===== src/rtl/clmul_unit.sv =====
// Iterative carry-less multiplier for Zbc (CLMUL, CLMULH, CLMULR), BITS_PER_CYCLE bits per step.
// Optional feature macro CLMUL_ZERO_SKIP_EN: finish as soon as the unprocessed multiplier bits are zero.
module clmul_unit #(
   parameter int unsigned BITS_PER_CYCLE = 4
) (
   input  logic        s_clk_i,
   input  logic        s_resetn_i,
   input  logic        s_start_i,
   input  logic        s_flush_i,
   input  logic [1:0]  s_op_i,
   input  logic [31:0] s_op1_i,
   input  logic [31:0] s_op2_i,
   output logic        s_busy_o,
   output logic        s_done_o,
   output logic [31:0] s_result_o
);

   localparam int unsigned NumSteps = 32 / BITS_PER_CYCLE;
   localparam int unsigned CntW     = $clog2(NumSteps) + 1;
   localparam logic [CntW-1:0] LastCnt = CntW'(NumSteps - 1);

   localparam logic [1:0] OpClmul  = 2'b00;
   localparam logic [1:0] OpClmulh = 2'b01;
   localparam logic [1:0] OpClmulr = 2'b10;
   localparam logic [1:0] OpRsvd   = 2'b11;

   if (!(BITS_PER_CYCLE == 1 || BITS_PER_CYCLE == 2 || BITS_PER_CYCLE == 4 ||
         BITS_PER_CYCLE == 8 || BITS_PER_CYCLE == 16 || BITS_PER_CYCLE == 32)) begin : g_bpc_check
      $error("BITS_PER_CYCLE must be one of 1, 2, 4, 8, 16, 32");
   end

   typedef enum logic [1:0] {
      StIdle = 2'b00,
      StCalc = 2'b01,
      StDone = 2'b10
   } state_e;

   state_e          state_q, state_d;
   logic [63:0]     mcand_q, mcand_d;    // multiplicand, pre-shifted to the current bit position
   logic [31:0]     mplier_q, mplier_d;  // unprocessed multiplier bits, LSB is the next one
   logic [1:0]      op_q, op_d;
   logic [63:0]     acc_q, acc_d;
   logic [CntW-1:0] cnt_q, cnt_d;
   logic [31:0]     result_q, result_d;

   logic [63:0]     step_acc;
   logic [31:0]     mplier_rem;
   logic            last_step;

   function automatic logic [31:0] sel_result(input logic [1:0] op, input logic [63:0] p);
      logic [31:0] r;
      unique case (op)
         OpClmul:  r = p[31:0];
         OpClmulh: r = p[63:32];
         OpClmulr: r = p[62:31];
         default:  r = '0;
      endcase
      return r;
   endfunction

   // Partial products for the BITS_PER_CYCLE multiplier bits handled this step.
   always_comb begin
      step_acc = acc_q;
      for (int unsigned j = 0; j < BITS_PER_CYCLE; j++) begin
         if (mplier_q[5'(j)]) begin
            step_acc = step_acc ^ (mcand_q << j);
         end
      end
   end

   assign mplier_rem = mplier_q >> BITS_PER_CYCLE;

`ifdef CLMUL_ZERO_SKIP_EN
   assign last_step = (cnt_q == LastCnt) || (mplier_rem == '0);
`else
   assign last_step = (cnt_q == LastCnt);
`endif

   always_comb begin
      state_d  = state_q;
      mcand_d  = mcand_q;
      mplier_d = mplier_q;
      op_d     = op_q;
      acc_d    = acc_q;
      cnt_d    = cnt_q;
      result_d = result_q;

      unique case (state_q)
         StIdle, StDone: begin
            if (state_q == StDone) begin
               state_d = StIdle;
            end
            if (s_start_i) begin
               mcand_d  = {32'b0, s_op1_i};
               mplier_d = s_op2_i;
               op_d     = s_op_i;
               acc_d    = '0;
               cnt_d    = '0;
               if (s_op_i == OpRsvd) begin
                  state_d  = StDone;
                  result_d = '0;
               end else begin
                  state_d  = StCalc;
               end
            end
         end
         StCalc: begin
            acc_d    = step_acc;
            mcand_d  = mcand_q << BITS_PER_CYCLE;
            mplier_d = mplier_rem;
            cnt_d    = cnt_q + 1'b1;
            if (last_step) begin
               state_d  = StDone;
               result_d = sel_result(op_q, step_acc);
            end
         end
         default: begin
            state_d = StIdle;
         end
      endcase

      // Kill wins over everything, including a start in the same cycle.
      if (s_flush_i) begin
         state_d  = StIdle;
         result_d = result_q;
      end
   end

   always_ff @(posedge s_clk_i or negedge s_resetn_i) begin
      if (!s_resetn_i) begin
         state_q  <= StIdle;
         mcand_q  <= '0;
         mplier_q <= '0;
         op_q     <= '0;
         acc_q    <= '0;
         cnt_q    <= '0;
         result_q <= '0;
      end else begin
         state_q  <= state_d;
         mcand_q  <= mcand_d;
         mplier_q <= mplier_d;
         op_q     <= op_d;
         acc_q    <= acc_d;
         cnt_q    <= cnt_d;
         result_q <= result_d;
      end
   end

   assign s_busy_o   = (state_q == StCalc);
   assign s_done_o   = (state_q == StDone);
   assign s_result_o = result_q;

endmodule

===== config.mk =====
export PLATFORM = sky130hd
export DESIGN_NAME = clmul_unit
export DESIGN_NICKNAME = d
export VERILOG_FILES = /design/src/rtl/clmul_unit.sv
export SDC_FILE = /design/constraint.sdc
export NUM_CORES = 1
export LEC_CHECK = 0
export BUFFER_PORTS_ARGS = -buffer_cell sky130_fd_sc_hd__buf_2
export CORE_ASPECT_RATIO = 0.75
export CORE_MARGIN = 1.5
export CORE_UTILIZATION = 58
export CTS_CLUSTER_DIAMETER = 50
export DETAILED_ROUTE_END_ITERATION = 10
export GPL_TIMING_DRIVEN = 1
export PLACE_DENSITY = 0.76
export SLEW_MARGIN = 20
export SYNTH_ARGS = -nofsm -noshare
export SYNTH_HDL_FRONTEND = slang
export SYNTH_SLANG_ARGS = --single-unit

===== constraint.sdc =====
create_clock -name s_clk_i -period 3.8 [get_ports s_clk_i]
set_clock_uncertainty 0.15 [all_clocks]
set_input_delay 0.57 -clock s_clk_i [delete_from_list [all_inputs] [get_ports s_clk_i]]
set_output_delay 0.57 -clock s_clk_i [all_outputs]
set_load 0.01 [all_outputs]

==> impl_metrics.py <==
metrics = {
    "run_status": {
        "outcome": "completed",
    },
    "critical_path": {
        "worstSetupEndpoint": "s_busy_o",
        "path_cells": "nand2b_2 -> inv_2 -> buf_4 -> buf_2",
        "critPathKind": "reg -> out",
        "critPathBufInv": 3,
        "arrival_ns": 2.17,
        "max_stage_delay_ns": 0.48,
        "r2r_cells": 6,
        "start_kind": "flip-flop",
        "reg2reg_slack_ns": 1.17,
        "critPathCaptureType": "output port",
        "critical_path_cell_count": 4,
        "critPathTopFamily": "buffers and inverters",
        "rr_endpoint": "acc_q[15]$_DFFE_PN0P_",
        "crit_slowest_cell": "buf_4",
        "critPathRequiredTime_ns": 3.08,
        "worstReg2RegStart": "mplier_q[0]$_DFFE_PN0P_",
        "cp_max_fo": 53,
        "worstSetupStartpoint": "state_q[1]$_DFFE_PN0P_",
    },
    "worst_hold_path": {
        "hp-class": "in -> async",
    },
    "sta": {
        "setup_ws_ns": 0.906,
        "worst_slew_pin_slew_ns": 0.935,
        "setup_viol": 0,
        "layout_min_cycle_time_ns": 2.89,
        "rsz0062_at_grt": "no",
        "slew_viol_final": 0,
        "tns_ns": 0,
        "worst_hold_slack_ns": 0.0195,
        "fin_crit_sh": 0.762,
        "fmax_mhz": 346,
        "relSlewSlack": 0.377,
        "hold_violations": 0,
    },
    "synthesis": {
        "synth_area_um2": 11700,
        "ys_seq_area_frac": 0.428,
        "synth_fp_nets": 1343,
        "ys_ff_latch": 200,
        "syn_inst": 1272,
        "yosys_warnings": 0,
        "synth_cell_type_count": 37,
        "synth_area_leaders": "dfrtp_1 (43%), nand2_1 (14%), xnor2_1 (11%)",
        "synth_top_cell_area_share": 0.428,
        "avgSynthCellArea_um2": 9.20,
        "synth_top_area_cell": "dfrtp_1",
    },
    "global_route": {
        "grt_usage": 0.284,
        "grt_start_max_net_pins": 77,
        "grt_antenna_before_repair": 2,
        "grt_pass1_wl_um": 47500,
        "grt_pass1_vias": 9198,
        "grt-ovfl-total": 0,
    },
    "route": {
        "vias": 9245,
        "drtAntennaViolNets": 0,
        "wl_per_cell_um": 17.7,
        "drt-initial-drc-count": 767,
        "via_per_inst": 5.83,
        "drc": 0,
        "wirelength_um": 28100,
        "first_pass_iters": 5,
    },
    "clocking": {
        "clkTransAtPathRegs_ns": 0.08,
        "cts_resized": 0,
        "post_cts_buffers": 0,
        "hold_buffers": 0,
        "cts_sinks": 200,
        "clk_latency_ns": 0.44,
        "cts_buffer_depth": 2,
        "tritoncts": "done",
        "numCtsBuffers": 17,
        "htree_num_levels": 4,
        "clockRootBuffer": "clkbuf_16",
    },
    "final_layout": {
        "nets": 1389,
        "area_delta_synth_final_pct": 10.5,
        "layout_commonest_cell": "nand2_1",
        "drive_gt1_frac": 0.122,
        "final_cell_mix": "nand2_1 (430), dfrtp_1 (196), xnor2_1 (151)",
        "stdcell_count": 1585,
        "final_util": 0.662,
    },
    "die": {
        "io-pin-count": 104,
        "die_area_um2": 21000,
        "core-area_um2": 19500,
        "die_x_um": 167,
        "row_count": 44,
        "initial_utilization": 0.599,
        "die_h_um": 126,
    },
    "power_and_ir_drop": {
        "ir_worst_vdd_mv": 0.344,
        "p_leak_uw": 0.00596,
        "power.density_nw_per_um2": 531,
    },
    "placed_design": {
        "routabilityCongestion": 0.800,
        "port_buffers": 103,
        "dp.cells": 1552,
        "dp_hpwl_um": 18300,
        "place_ws_ns": 1.10,
    },
    "job": {
        "cap_violations": 0,
    },
}
==> worst min-delay path by stage <==
stage	start	endpoint	slack [ns]	cells after the start
2_1_floorplan	s_resetn_i	acc_q[0]$_DFFE_PN0P_	0.12	0
3_3_place_gp	mplier_q[13]$_DFFE_PN0P_	mplier_q[13]$_DFFE_PN0P_	0.31	2
3_5_place_dp	mplier_q[19]$_DFFE_PN0P_	mplier_q[19]$_DFFE_PN0P_	0.31	2
4_1_cts	s_resetn_i	acc_q[29]$_DFFE_PN0P_	0.03	1
5_1_grt	s_resetn_i	mcand_q[29]$_DFFE_PN0P_	0.05	1
6_report	s_resetn_i	s_result_o[30]$_DFFE_PN0P_	0.02	1
==> kinds of logic after synthesis <==
family                   count (synthesis)  share of synthesized area
adder cells (fa/ha/maj)                  1                    0.00107
XOR/XNOR                               221                      0.204
AND/OR/NAND/NOR                        484                      0.160
buffers and inverters                   96                     0.0358
flip-flops                             200                      0.428
AO/OA/AOI/OAI                          270                      0.172
==> flip-flops by register name, indices dropped and copies added, names as in the netlist <==
signal      count
s_result_o     32
acc_q          64
mplier_q       32
op_q            2
state_q         2
mcand_q        64
cnt_q           4
==> routing by layer <==
| metal | track usage | routed length [µm] | vias up |
|---|---|---|---|
| met5 | 0 | 13 | - |
| met4 | 0.0802 | 414 | 2 |
| met3 | 0.0512 | 1680 | 29 |
| met2 | 0.436 | 12700 | 275 |
| met1 | 0.417 | 13200 | 4551 |
| li1 | - | - | 4388 |
==> cell usage after synthesis, drive strengths merged <==
library cell,instances
a2111oi,1
a21o,1
a21oi,9
a221o,1
a22o,71
a22oi,56
a2bb2oi,1
a32oi,1
and2b,1
buf,28
clkbuf,62
dfrtp,200
ha,1
inv,6
nand2,431
nand2b,5
nand3,1
nand3b,1
nand4,1
nor2,35
nor2b,2
o211ai,1
o21ai,68
o221ai,29
o22a,29
o2bb2ai,1
o31ai,1
or3,7
xnor2,151
xnor3,33
xor2,37
==> cell type report <==
class                      count  area [µm²]
fill                        1551        6610
inverter                       6        22.5
timing repair buffer         117         654
antenna                        1        2.50
clock inverter                15         195
sequential                   200        5010
multi-input combinational    976        6310
tap                          253         317
clock buffer                  17         425
==> report_power, final <==
| part | total (µW) | switching (µW) | internal, µW |
|---|---|---|---|
| Sequential | 2890 | 452 | 2440 |
| Combinational | 2100 | 1170 | 932 |
| Clock | 1870 | 968 | 903 |
==> through the flow <==
| step | power (µW) | instance area [µm²] |
|---|---|---|
| floorplan | 4430 | 11700 |
| global placement | 4920 | 12300 |
| detailed placement | 5000 | 12300 |
| CTS | 6870 | 12900 |
| global route | 7250 | 12900 |
| finish | 6860 | 12900 |
(Power assumes the default switching activity.)
